===== config.mk =====
export PLATFORM = sky130hd
export DESIGN_NAME = tank_level_tracker
export DESIGN_NICKNAME = d
export VERILOG_FILES = /design/src/rtl/tank_level_tracker.sv
export SDC_FILE = /design/constraint.sdc
export NUM_CORES = 1
export LEC_CHECK = 0
export ABC_AREA = 1
export CAP_MARGIN = 10
export CELL_PAD_IN_SITES_DETAIL_PLACEMENT = 0
export CELL_PAD_IN_SITES_GLOBAL_PLACEMENT = 2
export CORE_MARGIN = 4
export CORE_UTILIZATION = 32
export DETAILED_ROUTE_END_ITERATION = 16
export HOLD_SLACK_MARGIN = 0.05
export PLACE_DENSITY = 0.88
export SYNTH_ARGS = -nofsm -noshare
export SYNTH_HDL_FRONTEND = slang
export SYNTH_SLANG_ARGS = --single-unit
export TNS_END_PERCENT = 50

===== constraint.sdc =====
create_clock -name clk -period 5.2 [get_ports clk]
set_input_delay 0.78 -clock clk [delete_from_list [all_inputs] [get_ports clk]]
set_output_delay 0.78 -clock clk [all_outputs]
set_load 0.02 [all_outputs]

===== src/rtl/tank_level_tracker.sv =====
// tank_level_tracker: debounced N-probe thermometer level tracker; define FAULT_LATCH_EN to latch invalid readings in a FAULT state
module tank_level_tracker #(
    parameter int N_LEVELS = 3,
    parameter int DEBOUNCE_CYCLES = 4
) (
    input  logic                            clk,
    input  logic                            rst,
    input  logic                            start,
    input  logic [N_LEVELS-1:0]             sensor,
    output logic [N_LEVELS-1:0]             level,
    output logic [$clog2(N_LEVELS+1)-1:0]   level_idx,
    output logic                            dir_up,
    output logic                            step,
    output logic                            valid,
    output logic                            sensor_err
);
    localparam int IW = $clog2(N_LEVELS + 1);
    localparam int CW = $clog2(DEBOUNCE_CYCLES + 1);
    localparam logic [1:0] IDLE = 2'd0;
    localparam logic [1:0] TRACK = 2'd1;
`ifdef FAULT_LATCH_EN
    localparam logic [1:0] FAULT = 2'd2;
`endif
    localparam logic [CW-1:0] CNT_MAX = CW'(DEBOUNCE_CYCLES);
    localparam logic [CW-1:0] CNT_ACC = CW'(DEBOUNCE_CYCLES - 1);

    logic [1:0]          st;
    logic [N_LEVELS-1:0] samp, tgt, tgt_inc;
    logic [CW-1:0]       cnt;
    logic [IW-1:0]       tgt_idx;
    logic                first, have, tgt_ok;

    function automatic logic [IW-1:0] ones(input logic [N_LEVELS-1:0] v);
        ones = '0;
        for (int i = 0; i < N_LEVELS; i++) ones = ones + IW'(v[i]);
    endfunction

    assign level_idx = ones(level);
    assign tgt_idx   = ones(tgt);
    assign tgt_inc   = tgt + N_LEVELS'(1);
    // contiguous ones from bit0 iff adding one clears every set bit
    assign tgt_ok    = ~|(tgt & tgt_inc);

    always_ff @(posedge clk) begin
        if (rst) begin
            st         <= IDLE;
            level      <= '0;
            dir_up     <= 1'b0;
            step       <= 1'b0;
            valid      <= 1'b0;
            sensor_err <= 1'b0;
            samp       <= '0;
            cnt        <= '0;
            tgt        <= '0;
            first      <= 1'b1;
            have       <= 1'b0;
        end else begin
            step <= 1'b0;
            if (st == IDLE) begin
                valid <= 1'b0;
                if (start) begin
                    st    <= TRACK;
                    cnt   <= '0;
                    first <= 1'b1;
                    have  <= 1'b0;
                end
            end else if (!start) begin
                st    <= IDLE;
                valid <= 1'b0;
`ifdef FAULT_LATCH_EN
                if (st == FAULT) sensor_err <= 1'b0;
`endif
            end else if (st == TRACK) begin
                if (sensor != samp) begin
                    samp <= sensor;
                    cnt  <= CW'(1);
                end else begin
                    if (cnt != CNT_MAX) cnt <= cnt + CW'(1);
                    if (cnt == CNT_ACC) begin
                        tgt  <= sensor;
                        have <= 1'b1;
                    end
                end
                if (have) begin
                    if (!tgt_ok) begin
                        sensor_err <= 1'b1;
`ifdef FAULT_LATCH_EN
                        st    <= FAULT;
                        valid <= 1'b0;
`endif
                    end else begin
                        sensor_err <= 1'b0;
                        if (first) begin
                            level <= tgt;
                            valid <= 1'b1;
                            first <= 1'b0;
                            step  <= (tgt != level);
                            if (tgt_idx != level_idx) dir_up <= (tgt_idx > level_idx);
                        end else if (tgt_idx > level_idx) begin
                            level  <= {level[N_LEVELS-2:0], 1'b1};
                            dir_up <= 1'b1;
                            step   <= 1'b1;
                        end else if (tgt_idx < level_idx) begin
                            level  <= level >> 1;
                            dir_up <= 1'b0;
                            step   <= 1'b1;
                        end
                    end
                end
            end
        end
    end
endmodule


Yosys cells after proc, flatten, opt, wreduce, memory -nomap -nowiden
Index checks and enable logic that the tools add are counted.

Output and inout bits: 9. Flip-flop bits (word level): 20.

$add $sub $neg: 6. Equal/unequal tests: 11. Order comparisons: 2. Reductions and logical operators: 19. Multiplexer cells: 32. Bitwise operators: 7.

Operators with widths (number): $mux 3 (9); $mux 1 (20); $reduce_and 4->1 (5); $reduce_or 8->1 (1); $reduce_and 7->1 (1); $add 3x1->3 const B (2); $mux 2 (3); $ne 2x1->1 const B (3); $ne 3x3->1 (2); $not 1->1 (6); $reduce_and 6->1 (1); $reduce_bool 2->1 (3); $reduce_bool 3->1 (2); $reduce_or 3->1 (2); $reduce_and 5->1 (1); $add 1x1->2 (2); $add 2x1->2 (2); $ne 2x2->1 const B (2); $and 3x3->3 (1); $eq 3x2->1 const B (1); $ne 3x3->1 const B (1); $reduce_and 3->1 (1); $eq 2x1->1 const B (1); $gt 2x2->1 (1); 4 further kinds (4).

Depth between registers and ports, before layout
Depth after elaboration: 8. Mapped depth: 12.

Worst setup path before layout
Ideal clock, no wire load.

Path type: reg-to-reg. Start point: register level[0]. End point: register level[1]. Cell stages (with the launch flop): 12. Required time: 5.078 ns. Path buffers: 0. Library setup time: 0.122 ns. Period minus slack after synthesis: 2.212 ns. Path slack: 2.988 ns. Arrival time: 2.089 ns. Path through: dfxtp_1 > inv_1 > fa_1 > inv_1 > ha_1 > nand2_1 > inv_1 > nand3_1 > nand2_1 > inv_1 > o21ai_0 > a21oi_1.

Cells in the longest elaborated chain, start to end: 5.

RTL lines: start, declared (line 10) `output logic [N_LEVELS-1:0] level,`; start signal, assigned (line 94) `level <= tgt;`; start signal, assigned (line 100) `level <= {level[N_LEVELS-2:0], 1'b1};`; start signal, assigned (line 104) `level <= level >> 1;`; $add 1x1->2 * (line 35) `for (int i = 0; i < N_LEVELS; i++) ones = ones + IW'(v[i]);`; $add 2x1->2 * (line 35); via level_idx[0] (line 11) `output logic [$clog2(N_LEVELS+1)-1:0] level_idx,`; $gt 2x2->1 / $lt 2x2->1 (equally long branches) (line 99, 103); $reduce_bool 3->1 (no source line) / $mux 3 (equally long branches); $reduce_and 6->1 (no source line) / $mux 3 (equally long branches).

Mark *: on every way through the listed nets, which the timed path passes. The rest lies on a longest branch. A chain may end at the register's enable or synchronous reset.

Worst setup path after layout
Start point: register level[1]. End point: output port level_idx[0].

Cells in the longest elaborated chain, start to end: 2.

RTL lines (line): $add 1x1->2 (35); $add 2x1->2 (35); end, declared (11).

No other way between the ends.

==> reports/results.tsv <==
metric	value	unit
run_status	finished, final reports clean	
yosysSeqAreaShare	33.5	%
power_switching_share	31.4	%
root_buf_cell	sky130_fd_sc_hd__clkbuf_4	
insertion_delay	0.29	ns
clockBufferDepth	2	
mapped_nets	177	
rsz0062_at_grt	false	
final_core_util	39.3	%
cts_tree	yes	
timing.rr.start	level[1]$_SDFFE_PP0P_	
synthesis.instances	163	
synth_simple_gate_area_share	29.3	%
synth_common_cells	sky130_fd_sc_hd__nand2_1, sky130_fd_sc_hd__inv_1, sky130_fd_sc_hd__dfxtp_1	
initial_standard_cell_utilization_of_the_core	33.5	%
drt_first_iter_violations	41	
synth-seq-cells	19	
numPortBuffers	14	
cts-resized-gates	0	
layout_area_growth_over_synthesis	17.4	%
p_per_area	230	mW/mm^2
power_frac_seq	56.1	%
drt.antenna.violating_nets	0	
io_pins	15	
grt_overflow	0	
synth_fa_ha_area_share	10.1	%
finalMaxSlewViolations	0	
cts_made_buffers	3	
worst-endpoint-required	4.42	ns
critical_path_class	reg2out	
holdBufCountCts	0	
routabilityCongestion	0.824	
cts_post_setup_buffers_inserted	0	
first_global_vias	970	
main_combinational_cell_family_by_area_after_synthesis	simple AND/OR/NAND/NOR gates	
netlist.top_cell.by_area	sky130_fd_sc_hd__dfxtp_1	
ys_async_sr_fraction	0	%
netlist-cell-type-count	22	
synth_largest_type_area_fraction	33.5	%
die-height	67.6	microns
post_drt_wl_per_cell	10.6	microns
cp_max_fo	5	
power_switching	0.0962	mW
grt_antenna_before_repair	0	
diodes	0	
final_nets	193	
drt_pre_antenna_iters	4	
area_share_of_xor_xnor_cells_in_the_synthesized_design	2.21	%
cts.sink_count	19	
grt_first_pass_wirelength	4.27	mm
htree_levels	1	
share_comb_of_total_power	19.3	%
post_synthesis_cell_area	0.00113	sq mm
achievable-frequency	0.364	GHz
clock_power_share	24.5	%
vdd_ir_drop_max	0.155	mV
synth_flop_cell	sky130_fd_sc_hd__dfxtp_1	
synthTopCellsByArea	sky130_fd_sc_hd__dfxtp_1, sky130_fd_sc_hd__nand2_1, sky130_fd_sc_hd__inv_1	
die_w	67.6	microns
timing.max_slew.rel_slack	69.9	%
dr_total_vias	1039	
route.final.wire_length	2.37	mm
synthMostInstantiatedCell	sky130_fd_sc_hd__nand2_1	
timing.final.ws_setup	2.46	ns
period_share	52.8	%
worst_setup_path_end_kind	output port	
yosys_synthesis_warning_count	0	
critPathLaunchType	register	
fillCellCount	361	
hold_path_class	reg2reg	
dp.final_hpwl	1.85	mm
drc	0	
number_of_max_cap_violations	0	
p_leak	0.644	nW
p_int	0.210	mW
worstSetupStartpoint	level[1]$_SDFFE_PP0P_	
clk_pin_slew_worst_paths	0.11	ns
syn_area_per_cell	6.96	sq um
grt.total_usage	12.4	%
drive_above_1_share	5.06	%
routed_via_density	4.64	
number_of_flops_mapped_to_enable_cells_by_yosys	0	
fp.dieArea	0.00456	sq mm
grt_start_max_net_pins	16	
min_period	2.74	ns
pre_cts_ws	2.69	ns
setup_viol	0	
hp-start	samp[1]$_SDFFE_PP0P_	
synth_compound_gate_area_share	12.2	%
row_count	21	
final_count_of_hold_timing_violations	0	
worst_ep_arrival_time	1.96	ns
fp.coreArea	0.00339	sq mm
setup_total_negative_slack	0	ns
tightestPinTransition	0.451	ns
muxShareOfSynthArea	0	%
final.setup_skew	0.000844	ns
==> state kept, by name (all words and copies together) (netlist names) <==
register	flops
samp	3
step	1
cnt	3
tgt	3
dir_up	1
st	1
sensor_err	1
valid	1
first	1
have	1
level	3
==> power by group through the flow <==
| stage | registers, mW | clock network, mW | logic [mW] |
|---|---|---|---|
| 2_1_floorplan | 0.163 | 0 | 0.0600 |
| 3_3_place_gp | 0.175 | 0 | 0.0590 |
| 3_5_place_dp | 0.175 | 0 | 0.0605 |
| 4_1_cts | 0.172 | 0.0790 | 0.0608 |
| 5_1_grt | 0.174 | 0.0865 | 0.0692 |
| 6_report | 0.172 | 0.0752 | 0.0593 |
==> placed cells by master, fill, tap and decap left out <==
cell type	count
sky130_fd_sc_hd__a211oi_1	1
sky130_fd_sc_hd__a21oi_1	10
sky130_fd_sc_hd__clkbuf_1	1
sky130_fd_sc_hd__clkbuf_4	3
sky130_fd_sc_hd__clkdlybuf4s50_1	14
sky130_fd_sc_hd__dfxtp_1	19
sky130_fd_sc_hd__fa_1	2
sky130_fd_sc_hd__ha_1	6
sky130_fd_sc_hd__inv_1	31
sky130_fd_sc_hd__nand2_1	37
sky130_fd_sc_hd__nand2_2	2
sky130_fd_sc_hd__nand2_4	1
sky130_fd_sc_hd__nand3_1	9
sky130_fd_sc_hd__nand4_1	4
sky130_fd_sc_hd__nor2_1	18
sky130_fd_sc_hd__nor2_4	2
sky130_fd_sc_hd__nor3_1	2
sky130_fd_sc_hd__o211ai_1	3
sky130_fd_sc_hd__o21ai_0	8
sky130_fd_sc_hd__o22ai_1	3
sky130_fd_sc_hd__xnor2_1	1
sky130_fd_sc_hd__xnor2_2	1
==> metrics by stage <==
step	hold WS [ns]	instances	cell area, sq um	power [mW]
after floorplan	0.443	163	1130	0.223
after global placement	0.453	220	1310	0.234
after detailed placement	0.469	220	1310	0.236
after CTS	0.485	224	1330	0.312
after global routing	0.535	224	1330	0.330
final	0.478	224	1330	0.307
==> worst paths after layout <==
kind                           end  slack, ns  depth (start not counted)
max reg2reg  level[2]$_SDFFE_PP0P_       3.02                         11
min reg2reg   samp[1]$_SDFFE_PP0P_       0.48                          2
min           samp[1]$_SDFFE_PP0P_       0.48                          2
max                   level_idx[0]       2.46                          4
==> critical path: stages, from the launching register on <==
cell	delay (ns)
sky130_fd_sc_hd__dfxtp_1	0.44
sky130_fd_sc_hd__inv_1	0.11
sky130_fd_sc_hd__fa_1	0.45
sky130_fd_sc_hd__inv_1	0.08
sky130_fd_sc_hd__clkdlybuf4s50_1	0.60
==> cells by family after synthesis <==
logic type | count (synthesis)
AOI/OAI and AO/OA | 25
adders and majority gates | 8
buffers and inverters | 34
DFF | 19
and+or+nand+nor | 75
xor gates and xnor gates | 2
==> per-layer routing <==
metal  routed length (microns)  track usage (%)  vias up
met5                         0                0        -
met4                        32             4.56        0
met3                        77             2.50        4
met2                      1100             20.5       19
met1                      1160             15.7      469
li1                          -                -      547
==> final cells by class <==
cell class	instances	area [sq um]	area share, %
inverters	31	116	8.73
multi-input cells	110	612	45.9
flip-flops and latches	19	380	28.5
repair buffers	14	140	10.5
well taps	46	57.6	4.32
clock buffers	4	26.3	1.97
No activity file was read; power rests on OpenSTA's default activity.
